===== src/rtl/fetch_ctrl_pkg.sv =====
// rtl/fetch_ctrl_pkg.sv - shared PC-select and FSM encodings for the fetch controller
package fetch_ctrl_pkg;

  localparam logic [1:0] PC_SEL_PLUS4  = 2'b00;
  localparam logic [1:0] PC_SEL_BRANCH = 2'b01;
  localparam logic [1:0] PC_SEL_JALR   = 2'b10;

  typedef enum logic [1:0] {
    ST_IDLE  = 2'b00,
    ST_FETCH = 2'b01,
    ST_WAIT  = 2'b10,
    ST_HOLD  = 2'b11
  } fetch_state_t;

  // A redirect may only land when no response can still arrive for the old path.
  function automatic logic slot_free(input fetch_state_t state, input logic rvalid);
    return (state == ST_IDLE) || (state == ST_HOLD) || ((state == ST_WAIT) && rvalid);
  endfunction

endpackage


===== src/rtl/fetch_redirect_reg.sv =====
// rtl/fetch_redirect_reg.sv - pending redirect register with branch-over-jalr priority and bypass
module fetch_redirect_reg
  import fetch_ctrl_pkg::*;
(
  input  logic        clk,
  input  logic        rst_n,
  input  logic        branch_taken_i,
  input  logic [31:0] branch_target_i,
  input  logic        jalr_taken_i,
  input  logic [31:0] jalr_target_i,
  input  logic        clear_i,
  output logic [31:0] pend_target_o,
  output logic        eff_valid_o,
  output logic [1:0]  eff_sel_o,
  output logic [31:0] eff_target_o
);

  logic        r_valid;
  logic [1:0]  r_sel;
  logic [31:0] r_target;
  logic        w_event;

  assign w_event = branch_taken_i | jalr_taken_i;

  always_ff @(posedge clk or negedge rst_n) begin
    if (!rst_n) begin
      r_valid  <= 1'b0;
      r_sel    <= PC_SEL_PLUS4;
      r_target <= 32'h0;
    end else if (clear_i) begin
      r_valid  <= 1'b0;
      r_sel    <= PC_SEL_PLUS4;
      r_target <= 32'h0;
    end else if (branch_taken_i) begin
      r_valid  <= 1'b1;
      r_sel    <= PC_SEL_BRANCH;
      r_target <= branch_target_i;
    end else if (jalr_taken_i) begin
      r_valid  <= 1'b1;
      r_sel    <= PC_SEL_JALR;
      r_target <= jalr_target_i;
    end
  end

  // Same-cycle events take precedence over the stored one so they can be applied at once.
  always_comb begin
    eff_valid_o  = w_event | r_valid;
    eff_sel_o    = r_sel;
    eff_target_o = r_target;
    if (branch_taken_i) begin
      eff_sel_o    = PC_SEL_BRANCH;
      eff_target_o = branch_target_i;
    end else if (jalr_taken_i) begin
      eff_sel_o    = PC_SEL_JALR;
      eff_target_o = jalr_target_i;
    end
  end

  assign pend_target_o = r_target;

endmodule


===== src/rtl/fetch_ctrl.sv =====
// rtl/fetch_ctrl.sv - instruction fetch controller: imem handshake, IF/ID hold buffer, redirects
module fetch_ctrl
  import fetch_ctrl_pkg::*;
#(
  parameter logic [31:0] RESET_PC = 32'h00000000
) (
  input  logic        clk,
  input  logic        rst_n,
  output logic        imem_req_o,
  input  logic        imem_gnt_i,
  input  logic        imem_rvalid_i,
  input  logic [31:0] imem_rdata_i,
  input  logic        hold_i,
  input  logic        branch_taken_i,
  input  logic [31:0] branch_target_i,
  input  logic        jalr_taken_i,
  input  logic [31:0] jalr_target_i,
  output logic        stall_if_o,
  output logic        flush_if_o,
  output logic [1:0]  pc_sel_o,
  output logic [31:0] redirect_target_o,
  output logic        instr_valid_o,
  output logic [31:0] instr_o
);

  fetch_state_t r_state;
  fetch_state_t w_next;
  logic [31:0]  r_buf;
  logic [31:0]  w_pend_target;
  logic         w_eff_valid;
  logic [1:0]   w_eff_sel;
  logic [31:0]  w_eff_target;
  logic         w_apply;
  logic         w_capture;

  // RESET_PC belongs to the downstream PC register; it must be word aligned.
  if (RESET_PC[1:0] != 2'b00) begin : g_unaligned_reset_pc
  end

  assign w_apply   = w_eff_valid & slot_free(r_state, imem_rvalid_i);
  assign w_capture = (r_state == ST_WAIT) & imem_rvalid_i & hold_i & ~w_apply;

  fetch_redirect_reg u_redirect (
    .clk             (clk),
    .rst_n           (rst_n),
    .branch_taken_i  (branch_taken_i),
    .branch_target_i (branch_target_i),
    .jalr_taken_i    (jalr_taken_i),
    .jalr_target_i   (jalr_target_i),
    .clear_i         (w_apply),
    .pend_target_o   (w_pend_target),
    .eff_valid_o     (w_eff_valid),
    .eff_sel_o       (w_eff_sel),
    .eff_target_o    (w_eff_target)
  );

  always_ff @(posedge clk or negedge rst_n) begin
    if (!rst_n) begin
      r_state <= ST_IDLE;
    end else begin
      r_state <= w_next;
    end
  end

  always_comb begin
    w_next = r_state;
    case (r_state)
      ST_IDLE:  w_next = ST_FETCH;
      ST_FETCH: if (imem_gnt_i) w_next = ST_WAIT;
      ST_WAIT:  if (imem_rvalid_i) w_next = hold_i ? ST_HOLD : ST_FETCH;
      ST_HOLD:  if (!hold_i) w_next = ST_FETCH;
      default:  w_next = ST_IDLE;
    endcase
    if (w_apply) w_next = ST_FETCH;
  end

  always_ff @(posedge clk or negedge rst_n) begin
    if (!rst_n) begin
      r_buf <= 32'h0;
    end else if (w_apply) begin
      r_buf <= 32'h0;
    end else if (w_capture) begin
      r_buf <= imem_rdata_i;
    end
  end

  // Outputs are forced to their idle values while reset is low, even against live redirect inputs.
  always_comb begin
    imem_req_o        = 1'b0;
    stall_if_o        = 1'b1;
    flush_if_o        = 1'b0;
    pc_sel_o          = PC_SEL_PLUS4;
    redirect_target_o = w_pend_target;
    instr_valid_o     = 1'b0;
    instr_o           = 32'h0;
    if (!rst_n) begin
      redirect_target_o = 32'h0;
    end else begin
      imem_req_o = (r_state == ST_FETCH);
      if (w_apply) begin
        stall_if_o        = 1'b0;
        flush_if_o        = 1'b1;
        pc_sel_o          = w_eff_sel;
        redirect_target_o = w_eff_target;
      end else if ((r_state == ST_WAIT) && imem_rvalid_i && !hold_i) begin
        instr_valid_o = 1'b1;
        instr_o       = imem_rdata_i;
        stall_if_o    = 1'b0;
      end else if (r_state == ST_HOLD) begin
        instr_valid_o = 1'b1;
        instr_o       = r_buf;
        stall_if_o    = hold_i;
      end
    end
  end

endmodule

===== config.mk =====
export PLATFORM = sky130hd
export DESIGN_NAME = fetch_ctrl
export DESIGN_NICKNAME = d
export VERILOG_FILES = /design/src/rtl/fetch_ctrl_pkg.sv /design/src/rtl/fetch_redirect_reg.sv /design/src/rtl/fetch_ctrl.sv
export SDC_FILE = /design/constraint.sdc
export NUM_CORES = 1
export LEC_CHECK = 0
export CORE_MARGIN = 10
export CORE_UTILIZATION = 39
export DETAILED_ROUTE_END_ITERATION = 8
export HOLD_SLACK_MARGIN = 0.05
export PLACE_DENSITY = 0.77
export SYNTH_ARGS = -nofsm -noshare
export SYNTH_HDL_FRONTEND = slang
export SYNTH_SLANG_ARGS = --single-unit

===== constraint.sdc =====
create_clock -name clk -period 1.4 [get_ports clk]
set_input_delay 0.14 -clock clk [delete_from_list [all_inputs] [get_ports clk]]
set_output_delay 0.14 -clock clk [all_outputs]
set_load 0.02 [all_outputs]

==> Yosys cells after proc, flatten, opt, wreduce, memory -nomap -nowiden <==
Cells that the tools add are included.
{ "word_totals": {"reg_bits": 69, "in_bits": 103, "word_cells": 63} }
{ "classes": {"eq_ne": 6, "muxes": 36, "n_bitwise": 7, "n_reduce_logical": 9} }
{ "op_table": {"columns": ["operator", "count"], "rows": [
  ["2-to-1 mux 32 bit", 11],
  ["2-to-1 mux 2 bit", 10],
  ["2-to-1 mux 1 bit", 14],
  ["!= test 3 bit (second input constant)", 3],
  ["one-hot mux 2 bit (4 select lines)", 1],
  ["bitwise AND 1 bit", 4],
  ["equality test 2 bit (second input constant)", 2],
  ["AND reduction 3 bit", 1],
  ["nonzero test 3 bit", 1],
  ["equality test 2 x 1 -> 1 bit (second input constant)", 1],
  ["logical AND 1 bit", 2],
  ["zero test 2 bit", 1],
  ["logical OR 1 bit", 2],
  ["OR 1 bit", 2],
  ["nonzero test 2 bit", 1],
  ["zero test 1 bit", 1],
  ["inverter 1 bit", 1]
]} }

==> Depth between registers and ports, before layout <==
Gate-level depths: netlist of run 1.
{ "depth": {"ltp_word": 8, "ltp_mapped": 8, "mapped_depth_nobuf": 6} }

==> By module <==
Synthesis of run 1 repeated with hierarchy kept, for this count alone.
{ "unflattened": {"hier_cells": 579, "area_unflattened_um2": 4575.6} }
{ "modules_own_cells": {"columns": ["module", "n_inst", "cells_each", "area_per_inst_um2"], "rows": [
  ["fetch_ctrl", 1, 389, 2523.7],
  ["fetch_redirect_reg", 1, 190, 2052.0]
]} }

==> Worst setup path after synthesis of run 1 <==
OpenSTA, ideal clock, no wires.
{ "synth_timing": {"kind": "register -> output", "start": "register r_state[0]", "end": "output port redirect_target_o[24]", "arrival_ps": 1594, "slack_ps": -334, "path_stages_with_launch": 8, "n_path_buf": 1, "cell_sequence": "dfrtp_1 > inv_1 > ha_1 > a21oi_2 > nor2_2 > nand2_2 > buf_2 > o22ai_1"} }
{ "synth_via": {"elab_chain_len": 6, "elab_cells_between_ends": 9, "cone_classes": "2 x eq/ne; 2 x mux; 1 x bitwise; 4 x reduce/logical"} }
{ "synth_lines": {"columns": ["item", "line", "rtl"], "rows": [
  ["start, declared", "fetch_ctrl.sv:26", "fetch_state_t r_state;"],
  ["start signal, assigned", "fetch_ctrl.sv:61", "r_state <= w_next;"],
  ["equality test 2 bit or zero test 2 bit (tied branches)", "fetch_ctrl_pkg.sv:17", "return (state == ST_IDLE) || (state == ST_HOLD) || ((state == ST_WAIT) && rvalid);"],
  ["logical OR 1 bit or logical AND 1 bit (tied branches)", "fetch_ctrl_pkg.sv:17", null],
  ["logical OR 1 bit (*)", "fetch_ctrl_pkg.sv:17", null],
  ["bitwise AND 1 bit (*)", "fetch_ctrl.sv:40", "assign w_apply = w_eff_valid & slot_free(r_state, imem_rvalid_i);"],
  ["2-to-1 mux 32 bit (*)", "fetch_ctrl.sv:100", "if (w_apply) begin"],
  ["2-to-1 mux 32 bit (*)", "fetch_ctrl.sv:96", "if (!rst_n) begin"],
  ["end, declared", "fetch_ctrl.sv:21", "output logic [31:0] redirect_target_o,"]
]} }
Mark *: on every way between the ends. The rest lies on a longest branch, timed or not.

==> Final worst setup path of run 1 <==
{ "layout_timing": {"start": "register r_state[0]", "end": "output port instr_o[13]"} }
{ "layout_via": {"elab_chain_len": 6, "elab_cells_between_ends": 12, "cone_classes": "2 x eq/ne; 4 x mux; 1 x bitwise; 5 x reduce/logical"} }
{ "layout_lines": {"columns": ["item", "line", "rtl"], "rows": [
  ["equality test 2 bit (tied with other cells)", "fetch_ctrl_pkg.sv:17, fetch_ctrl.sv:105", null],
  ["logical AND 1 bit or logical OR 1 bit (tied branches)", "fetch_ctrl_pkg.sv:17, fetch_ctrl.sv:105", null],
  ["logical AND 1 bit or logical OR 1 bit (tied branches)", "fetch_ctrl.sv:105, fetch_ctrl_pkg.sv:17", null],
  ["2-to-1 mux 32 bit or bitwise AND 1 bit (tied branches)", "fetch_ctrl.sv:105, fetch_ctrl.sv:40", null],
  ["2-to-1 mux 32 bit (*)", "fetch_ctrl.sv:100", null],
  ["2-to-1 mux 32 bit (*)", "fetch_ctrl.sv:96", null],
  ["end, declared", "fetch_ctrl.sv:23", "output logic [31:0] instr_o"]
]} }
Marks and branches as above.

==> summary.md, run 1 <==
| Metric | Value |
|---|---|
| Cell Area, Synth | 0.00412 mm^2 |
| Critical Path Source | r_state[0] |
| Final Hold Viols | 0 |
| Placer congestion estimate | 0.864 |
| RSZ-0062 raised after global routing | true |
| Hold Slack | 0.277 ns |
| Pwr Density | 1550 mW/mm^2 |
| First-pass GRT wire length | 29000 um |
| Synth area leader | dfrtp_1 |
| Synth unique cells | 27 |
| Req. time, crit path | 1.26 ns |
| Final TNS setup | -56.86 ns |
| Place WS | -0.840 ns |
| Pin count of the biggest net entering global routing | 43 |
| Dpl hpwl | 12000 um |
| Die Span X | 123 um |
| Rel. slew slack | 71.8% |
| Pint | 7.97 mW |
| Tightest Pin Transition | 0.424 ns |
| Clock transition at path regs | 0.08 ns |
| Sequential area share after synthesis | 41.9% |
| VDD IR max | 1.58 mV |
| NetSw | 5.61 mW |
| Setup Skew | 0.0140 ns |
| Peak Freq | 484 MHz |
| Antenna Cells | 0 |
| Mapped Avg Cell Area | 7.59 um^2 |
| Worst skew pair latency | 0.33 ns |
| Total GRT Usage | 24.0% |
| Synth top area share | 41.9% |
| Root Driver | clkbuf_8 |
| Hold crit path type | primary input to async pin |
| PortBufs | 172 |
| Global route overflow | 0 |
| Failing checks | setup timing |
| Starting Density | 39.9% |
| Initial antenna violation count | 0 |
| Sequential power share | 20.0% |
| Fillers | 518 |
| Worst R2R Start | r_state[0] |
| Die ar. | 0.0151 mm^2 |
| WP data arrival | 1.92 ns |
| Sw Ratio | 41.3% |
| Combinational Power Share | 65.9% |
| # nets final | 913 |
| Post-route DRC | 0 |
| Clock sinks | 69 |
| Startpoint Class | flip-flop |
| CTS tree | built |
| Run status | finished with violations |
| IO Pins | 173 |
| Dominant cells by area after synthesis | dfrtp_1 42%, a21oi_1 12%, nand2_1 12% |
| Setup ws final | -0.665 ns |
| Pleak | 3.50 nW |
| Share of layout cells above drive strength 1 | 44.3% |
| CTS Buffer Depth | 2 |
| Synthesized Nets | 649 |
| Initial drt markers | 453 |
| Crit. End Element | primary output |
| H-tree levels | 3 |
| Synth warn | 0 |
| Routed len/inst | 21.5 um |
| Core ar. | 0.0103 mm^2 |
| Die Height | 123 um |
| First-pass DRT Iterations | 6 |
| Crit share post-route | 147% |
| Final setup vio count | 138 |
| Standard-cell rows | 37 |
| Area growth syn-to-layout | 113% |
| CTS Buf Count | 9 |
| Vias in the first global route | 5579 |
| Slew Limit Fails | 0 |
| Drt total wl | 20400 um |
| Mapped Cells | 543 |
| Routed vias/inst | 5.68 |
| Max Cap Violations | 0 |
| Clock Power Share | 14.1% |
| Crit-path max FO | 5 |
| Yosys reg bits | 69 |
| Final ANT Viol Nets | 0 |
| Via count | 5385 |
| Setup CP Type | flip-flop to primary output |
| Final Critical Period | 2.06 ns |
power by group through the flow:
stage	sequential, mW	combinational, mW	clock [mW]
floorplan	2.65	4.54	0
global placement	2.71	6.77	0
detailed placement	2.71	6.96	0
CTS	2.69	8.37	1.92
global route	2.75	9.35	2.03
finish	2.72	8.94	1.92
worst max-delay path: stages (launching register included):
cell and delay (ns):
dfrtp_1 0.39, inv_2 0.08, ha_4 0.21, a21oi_4 0.21
o21ai_4 0.11, buf_12 0.16, buf_16 0.14, a21oi_4 0.15
buf_6 0.14
flip-flops by register name, indices dropped and copies added, names as in the netlist:
name / cells
r_buf: 32
r_state: 2
u_redirect.pend_target_o: 32
u_redirect.r_sel: 2
u_redirect.r_valid: 1
kinds of logic after synthesis:
family | synth area share (%)
buf+inv | 7.22
compound gates | 18.0
flops | 41.9
mux | 8.01
fa+ha+maj | 0.911
simple gates | 24.0
area by class of cell:
class	count	area, um^2	share of cell area (%)
timing repair buffer	303	3320	37.8
clock buffer	11	151	1.73
clock inverter	5	81.3	0.927
inverter	6	27.5	0.314
tap	136	170	1.94
multi-input combinational	418	3300	37.6
sequential	69	1730	19.7
what timing repair did:
action,in CTS,in global routing
endpoints found under the hold margin,52,0
gates resized for setup,474,62
endpoints found under the setup margin,138,138
gates cloned,8,6
hold buffers,1,0
buffers inserted,10,4
pin swaps,15,11
metrics by stage:
stage          power, mW  area, um^2  cells  utilization, %
4_1_cts             13.0        8450    943            81.9
3_5_place_dp        9.67        7600    908            73.7
6_report            13.6        8770    948            85.0
2_1_floorplan       7.20        5090    543               -
3_3_place_gp        9.47        7600    908            73.7
5_1_grt             14.1        8770    948            85.0
cells in the mapped netlist:
master / count
nor2_2: 2
nand3_1: 33
buf_2: 31
o21ai_0: 1
nand2_1: 131
o22ai_1: 32
or3_1: 1
buf_6: 5
buf_4: 3
nor2b_1: 1
o21bai_1: 1
o221ai_1: 1
buf_1: 2
or2_1: 1
a21oi_2: 1
nor3_4: 1
ha_1: 3
dfrtp_1: 69
clkbuf_1: 9
and2_1: 1
a21oi_1: 100
and3_1: 1
inv_1: 6
nand2_2: 1
o21ai_1: 2
nor2_1: 71
mux2i_1: 33
layout by cell type (no fill, tap or decap), types with 6 or more instances in the layout:
master	n
nand2_2	9
nand3_1	24
a21oi_4	33
nor2_1	59
a21oi_2	25
nand2_4	6
buf_4	86
buf_12	20
nor2_2	8
buf_6	79
a21oi_1	43
dfrtp_1	69
nor2_4	6
nand2_1	116
o22ai_4	32
mux2i_1	33
clkdlybuf4s50_1	99
clkbuf_8	11
final timing paths:
path / to / slack [ns] / cells after the start
hold / removal: u_redirect.r_sel[1] / 0.28 / 3
setup reg to reg: r_buf[10] / -0.30 / 8
hold reg to reg: r_buf[16] / 0.54 / 2
max in group asynchronous: r_buf[2] / 0.65 / 3
min in group clk: u_redirect.r_valid / 0.35 / 4
setup / recovery: instr_o[13] / -0.66 / 8
per-layer routing:
metal	global-route usage, %	share of wire (%)	vias up
met5	0	0	-
met3	8.63	10	56
li1	-	-	2377
met2	42.2	51	299
met4	6.04	2.7	0
met1	26.9	37	2653
Power figures use the tool's default switching activity.
==> run 2, diff against run 1 <==
--- a/config.mk
+++ b/config.mk
@@ -6,9 +6,10 @@
 export NUM_CORES = 1
 export LEC_CHECK = 0
+export ABC_AREA = 1
 export CORE_MARGIN = 10
-export CORE_UTILIZATION = 39
+export CORE_UTILIZATION = 42
 export DETAILED_ROUTE_END_ITERATION = 8
 export HOLD_SLACK_MARGIN = 0.05
-export PLACE_DENSITY = 0.77
+export PLACE_DENSITY = 0.78
 export SYNTH_ARGS = -nofsm -noshare
 export SYNTH_HDL_FRONTEND = slang
==> constraint.sdc (replaced) <==
create_clock -name clk -period 1.4 [get_ports clk]
set_input_delay 0.21 -clock clk [delete_from_list [all_inputs] [get_ports clk]]
set_output_delay 0.21 -clock clk [all_outputs]
set_load 0.02 [all_outputs]
==> run 2 against run 1 <==
Effect of this change: the run still ends with setup timing left; register-to-register slack got worse by 0.17 ns; power rose by 8.6%; clock skew fell by 0.0041 ns; first-iteration DRC count rose by 65%; final cell count rose by 29%; largest cell class unchanged.
==> summary.md, run 2 <==
| Metric | Value |
|---|---|
| Run status | finished with violations |
| Failing checks | setup timing |
| Commonest cells in the synthesized netlist | 338 x nand2_1, 108 x inv_1, 101 x nand3_1 |
| Final ANT Viol Nets | 0 |
| Routed len/inst | 19.8 um |
| Antenna Cells | 0 |
| Startpoint Class | flip-flop |
| Most common cell after layout, fill and taps aside | nand2_1 |
| Setup ws final | -0.747 ns |
| Vias in the first global route | 6596 |
| Initial drt markers | 748 |
| Hold crit path type | primary input to async pin |
| PortBufs | 172 |
| IO Pins | 173 |
| FF/Latch Area | 0.00173 mm^2 |
| Mapped Avg Cell Area | 6.30 um^2 |
| Final setup vio count | 137 |
| Via count | 6738 |
| Wl on met1 | 8770 um |
| NetSw | 6.57 mW |
| Crit-path max FO | 7 |
| Crit share post-route | 153% |
| Setup CP Type | flip-flop to primary output |
| Most frequent cell after synthesis | nand2_1 |
| Mapped Cells | 789 |
| Sequential power share | 19.0% |
| First-pass GRT wire length | 32700 um |
| Async set or reset register ratio after synthesis | 100% |
| Crit-path max cell delay | 0.41 ns |
| Standard-cell rows | 39 |
| RSZ-0062 raised after global routing | true |
| Pleak | 4.91 nW |
| Share of layout cells above drive strength 1 | 38.3% |
| Total GRT Usage | 24.0% |
| VDD IR max | 1.57 mV |
| Req. time, crit path | 1.19 ns |
| Worst skew pair latency | 0.33 ns |
| Clock sinks | 69 |
| Clock transition at path regs | 0.06 ns |
| Pin count of the biggest net entering global routing | 35 |
| Max Cap Violations | 0 |
| Worst path cell trace | ha_4, inv_4, nand2_4, nand2_8, nor2_4, buf_12, buf_12, nand2_2, nand2_2, buf_6 |
| Dpl hpwl | 12900 um |
| H-tree levels | 3 |
| Pint | 8.17 mW |
| Peak Freq | 466 MHz |
| Synthesized Nets | 895 |
| Die Span X | 129 um |
| Initial antenna violation count | 0 |
| Met2 wire len | 11900 um |
| Post-synth EDFFs | 0 |
| Final Hold Viols | 0 |
| Die ar. | 0.0166 mm^2 |
| Synth top area share | 34.8% |
| Final core utilization | 81.6% |
| Synth Flop Type | dfrtp_1 |
| Drt total wl | 24200 um |
| Commonest non-fill, non-tap cells in the layout | 223 x nand2_1, 119 x buf_4, 106 x inv_1, 100 x clkdlybuf4s50_1, 99 x nand3_1 |
| Starting Density | 43.1% |
| Synth unique cells | 23 |
| WP data arrival | 1.94 ns |
| Area growth syn-to-layout | 89.1% |
| CTS Buffer Depth | 2 |
| Routed vias/inst | 5.49 |
| Root Driver | clkbuf_16 |
| Final Critical Period | 2.15 ns |
| Place WS | -1.03 ns |
| Die Height | 129 um |
| Rel. slew slack | 53.5% |
| Clock Power Share | 14.8% |
| Synth area leader | dfrtp_1 |
| Combinational Power Share | 66.2% |
| Top layer in use | met4 |
| Multi-input gate area | 0.00328 mm^2 |
| Tightest Pin Transition | 0.694 ns |
| Slew Limit Fails | 0 |
| Global route overflow | 0 |
| Placer congestion estimate | 0.864 |
| CTS Buf Count | 9 |
| Dominant cells by area after synthesis | dfrtp_1 35%, nand2_1 26%, nand3_1 10% |
| Cell Area, Synth | 0.00497 mm^2 |
| Crit. End Element | primary output |
| Pwr Density | 1570 mW/mm^2 |
| Met3 wire length | 2480 um |
| # nets final | 1185 |
| Setup Skew | 0.00995 ns |
| CTS tree | built |
| Sequential area share after synthesis | 34.8% |
| CP max-delay cell | dfrtp_1 |
| Fillers | 681 |
| Post-route DRC | 0 |
| First-pass DRT Iterations | 5 |
| Sw Ratio | 44.6% |
| Yosys reg bits | 69 |
| Synth warn | 0 |
| Core ar. | 0.0115 mm^2 |
-- run 2: repair_timing --
action	4_1_cts	5_1_grt
buffers inserted	12	8
cloned	8	5
hold buffers	3	0
pin swaps	8	26
endpoints found under the hold margin	47	0
endpoints found under the setup margin	137	137
gates resized for setup	447	148
-- run 2: critical path: cells and delay by family (launching register included) --
kind	cells	cell delay, ns
AND/OR/NAND/NOR	5	0.44
buffers and inverters	4	0.43
flip-flops	1	0.41
adder cells (fa/ha/maj)	1	0.29
-- run 2: logic make-up after synthesis --
logic type,Yosys count,synth area share [%]
adder cells (fa/ha/maj),3,0.756
AND/OR/NAND/NOR,452,37.5
AO/OA/AOI/OAI,99,12.2
buffers and inverters,166,14.8
flip-flops,69,34.8
-- run 2: final timing paths --
| path | from | end | slack (ns) | cells after the start |
|---|---|---|---|---|
| max | r_state[1] | redirect_target_o[27] | -0.75 | 10 |
| min | rst_n | r_buf[21] | 0.22 | 4 |
| max reg2reg | r_state[0] | r_buf[0] | -0.47 | 14 |
| min reg2reg | u_redirect.r_valid | u_redirect.r_valid | 0.56 | 2 |
| max in group asynchronous | rst_n | u_redirect.pend_target_o[3] | 0.23 | 3 |
| min in group clk | branch_taken_i | u_redirect.r_valid | 0.46 | 3 |
-- run 2: area by class of cell --
cell class | instances | share of cell area [%]
Inverter | 112 | 4.61
Timing Repair Buffer | 333 | 37.2
Tap cell | 143 | 1.90
Clock buffer | 12 | 2.73
Sequential cell | 69 | 18.4
Multi-Input combinational cell | 554 | 35.0
Clock inverter | 4 | 0.240
-- run 2: per-stage QoR --
stage,power [mW],instance area (um^2),hold slack (ns),setup TNS (ns),std cells
6_report,14.7,9400,0.217,-63.70,1227
4_1_cts,13.6,8850,0.207,-55.75,1217
3_5_place_dp,10.1,8030,0.142,-97.23,1179
5_1_grt,15.5,9400,0.236,-72.34,1227
3_3_place_gp,10.0,8030,0.136,-94.93,1179
2_1_floorplan,7.36,5380,-0.0856,-12.48,789
-- run 2: layer usage --
layer,global-route usage (%),up-vias
li1,-,3015
met1,28.2,3167
met2,40.2,449
met3,8.21,107
met4,8.23,0
met5,0,-
-- run 2: power by group through the flow --
stage	logic [mW]	clock network [mW]	registers, mW
3_3_place_gp	7.22	0	2.78
3_5_place_dp	7.29	0	2.79
2_1_floorplan	4.64	0	2.72
5_1_grt	10.3	2.28	2.85
6_report	9.77	2.18	2.80
4_1_cts	8.66	2.14	2.76
==> run 3, diff against run 2 <==
Settings changed: CTS_CLUSTER_SIZE set to 8, SETUP_SLACK_MARGIN set to 0.2.
==> run 3 against run 2 <==
Effect of this change: largest power group unchanged; largest cell class unchanged; critical path type unchanged; sequential share of layout area down 1.1 points; the flow still finishes with violations (setup timing); flip-flop and latch count is the same; register-to-register slack better by 0.14 ns; clock skew is 0.0056 ns lower.
==> summary.md, run 3 (same netlist as run 2, synthesis figures left out) <==
| Metric | Value |
|---|---|
| Routed vias/inst | 5.28 |
| Die Span X | 129 um |
| Finished Layout Cells | 1251 |
| Drt total wl | 23800 um |
| Tot Pwr | 17.7 mW |
| Failing checks | setup timing |
| IO Pins | 173 |
| Via count | 6605 |
| Fin area | 0.00999 mm^2 |
| Crit share post-route | 157% |
| Placed insts | 1189 |
| First-pass DRT Iterations | 8 |
| Commonest non-fill, non-tap cells in the layout | 249 x nand2_1, 131 x buf_4, 106 x inv_1, 100 x clkdlybuf4s50_1, 87 x nand3_1 |
| RSZ-0062 raised after global routing | true |
| Startpoint Class | flip-flop |
| Req. time, crit path | 1.19 ns |
| Global route overflow | 0 |
| Worst R2R Start | r_state[1] |
| Pin count of the biggest net entering global routing | 35 |
| CP max-delay cell | dfrtp_1 |
| Hold crit path type | primary input to async pin |
| Die Height | 129 um |
| Clock sinks | 69 |
| Rel. slew slack | 62.3% |
| Worst path cell trace | ha_4, buf_6, nand3_4, buf_4, clkbuf_16, nand3_1, a21oi_4, buf_6 |
| Placed Area | 0.00823 mm^2 |
| Routed len/inst | 19.1 um |
| Fillers | 611 |
| Most common cell after layout, fill and taps aside | nand2_1 |
| PortBufs | 172 |
| Max Cap Violations | 0 |
| Run status | finished with violations |
| Share of layout cells above drive strength 1 | 41.1% |
| Place WS | -1.03 ns |
| Post-route DRC | 0 |
| Setup Skew | 0.00440 ns |
| Crit. End Element | primary output |
| Critical Path Source | r_state[1] |
| Initial antenna violation count | 1 |
| Final setup vio count | 138 |
| CTS Buf Count | 9 |
| Die ar. | 0.0166 mm^2 |
| Final TNS setup | -65.35 ns |
| Pwr Density | 1780 mW/mm^2 |
| Peak Freq | 454 MHz |
| First-pass GRT wire length | 31500 um |
| Tightest Pin Transition | 0.564 ns |
| Final Hold Viols | 0 |
| Worst skew pair latency | 0.34 ns |
| Total GRT Usage | 23.5% |
| Final ANT Viol Nets | 0 |
| Crit path top cell by count | buf_6 |
| Root Driver | clkbuf_16 |
| Setup CP Type | flip-flop to primary output |
| VDD IR max | 1.18 mV |
| WP data arrival | 1.99 ns |
| Starting Density | 43.1% |
| H-tree levels | 3 |
| # nets final | 1208 |
| Crit-path max cell delay | 0.41 ns |
| CTS tree | built |
| Setup ws final | -0.804 ns |
| CTS Buffer Depth | 2 |
| Slew Limit Fails | 0 |
| Standard-cell rows | 39 |
| Placer congestion estimate | 0.882 |
| Dpl hpwl | 12800 um |
| Area growth syn-to-layout | 101% |
| Clock transition at path regs | 0.06 ns |
| Crit-path max FO | 7 |
| Final Critical Period | 2.20 ns |
| Vias in the first global route | 6205 |
| Core ar. | 0.0115 mm^2 |
| Initial drt markers | 775 |
| Pleak | 5.16 nW |
run 3: changes by cell type in the layout (fill, tap and decap cells not counted), sizes merged:
cell and delta:
buf +23, clkbuf +4, bufinv +3, bufbuf -2, clkinv -2, clkdlybuf4s15 -1
clkinvlp -1, diode +1, dlygate4sd2 -1, dlymetal6s2s +1, inv -1
run 3: repair_timing:
item,in CTS,in global routing
hold buffers,3,0
pin swaps,4,32
gates resized for setup,456,124
gates cloned,12,7
endpoints found under the setup margin,138,139
endpoints found under the hold margin,25,0
buffers inserted,16,7
run 3: final cells by class:
class | instances | area, um^2 | area share (%)
sequential | 69 | 1730 | 17.3
antenna | 1 | 2.50 | 0.0251
clock buffer | 13 | 270 | 2.71
multi-input combinational | 554 | 3410 | 34.2
timing repair buffer | 356 | 3860 | 38.7
clock inverter | 3 | 90.1 | 0.902
inverter | 112 | 440 | 4.41
tap | 143 | 179 | 1.79
run 3: power by group:
part / leakage (nW) / internal, mW / switching (mW) / total, mW
clock network: 0.176 / 1.89 / 0.876 / 2.76
logic: 4.06 / 6.01 / 6.17 / 12.2
registers: 0.923 / 2.50 / 0.303 / 2.80
total: 5.16 / 10.4 / 7.34 / 17.7
run 3: worst max-delay path: cells and delay by family, from the launching register on:
family,cells,cell delay [ns]
AOI/OAI and AO/OA,1,0.17
DFF,1,0.41
buffers and inverters,4,0.56
adders and majority gates,1,0.19
and+or+nand+nor,2,0.32
run 3: worst paths after layout:
kind	endpoint	slack, ns	depth (start not counted)
worst min-delay path	r_buf[28]	0.05	3
worst max register to register	u_redirect.pend_target_o[17]	-0.33	10
max in group asynchronous	u_redirect.pend_target_o[15]	0.34	3
min in group clk	u_redirect.r_valid	0.31	3
worst min register to register	u_redirect.r_valid	0.55	2
worst max-delay path	instr_o[27]	-0.80	8
run 3: stage by stage:
| stage | utilization (%) | hold WS (ns) |
|---|---|---|
| global route | 86.7 | 0.0798 |
| floorplan | - | -0.0856 |
| global placement | 71.4 | 0.170 |
| CTS | 80.7 | 0.0556 |
| finish | 86.7 | 0.0550 |
| detailed placement | 71.4 | 0.166 |
run 3: layer usage:
| metal | vias to the layer above | share of wire (%) | wire (um) | GRT usage [%] |
|---|---|---|---|---|
| li1 | 3067 | - | - | - |
| met1 | 3058 | 36 | 8650 | 27.2 |
| met2 | 391 | 50 | 11900 | 40.6 |
| met3 | 89 | 9.5 | 2280 | 6.94 |
| met4 | 0 | 4.3 | 1030 | 8.23 |
| met5 | - | 0 | 0 | 0 |
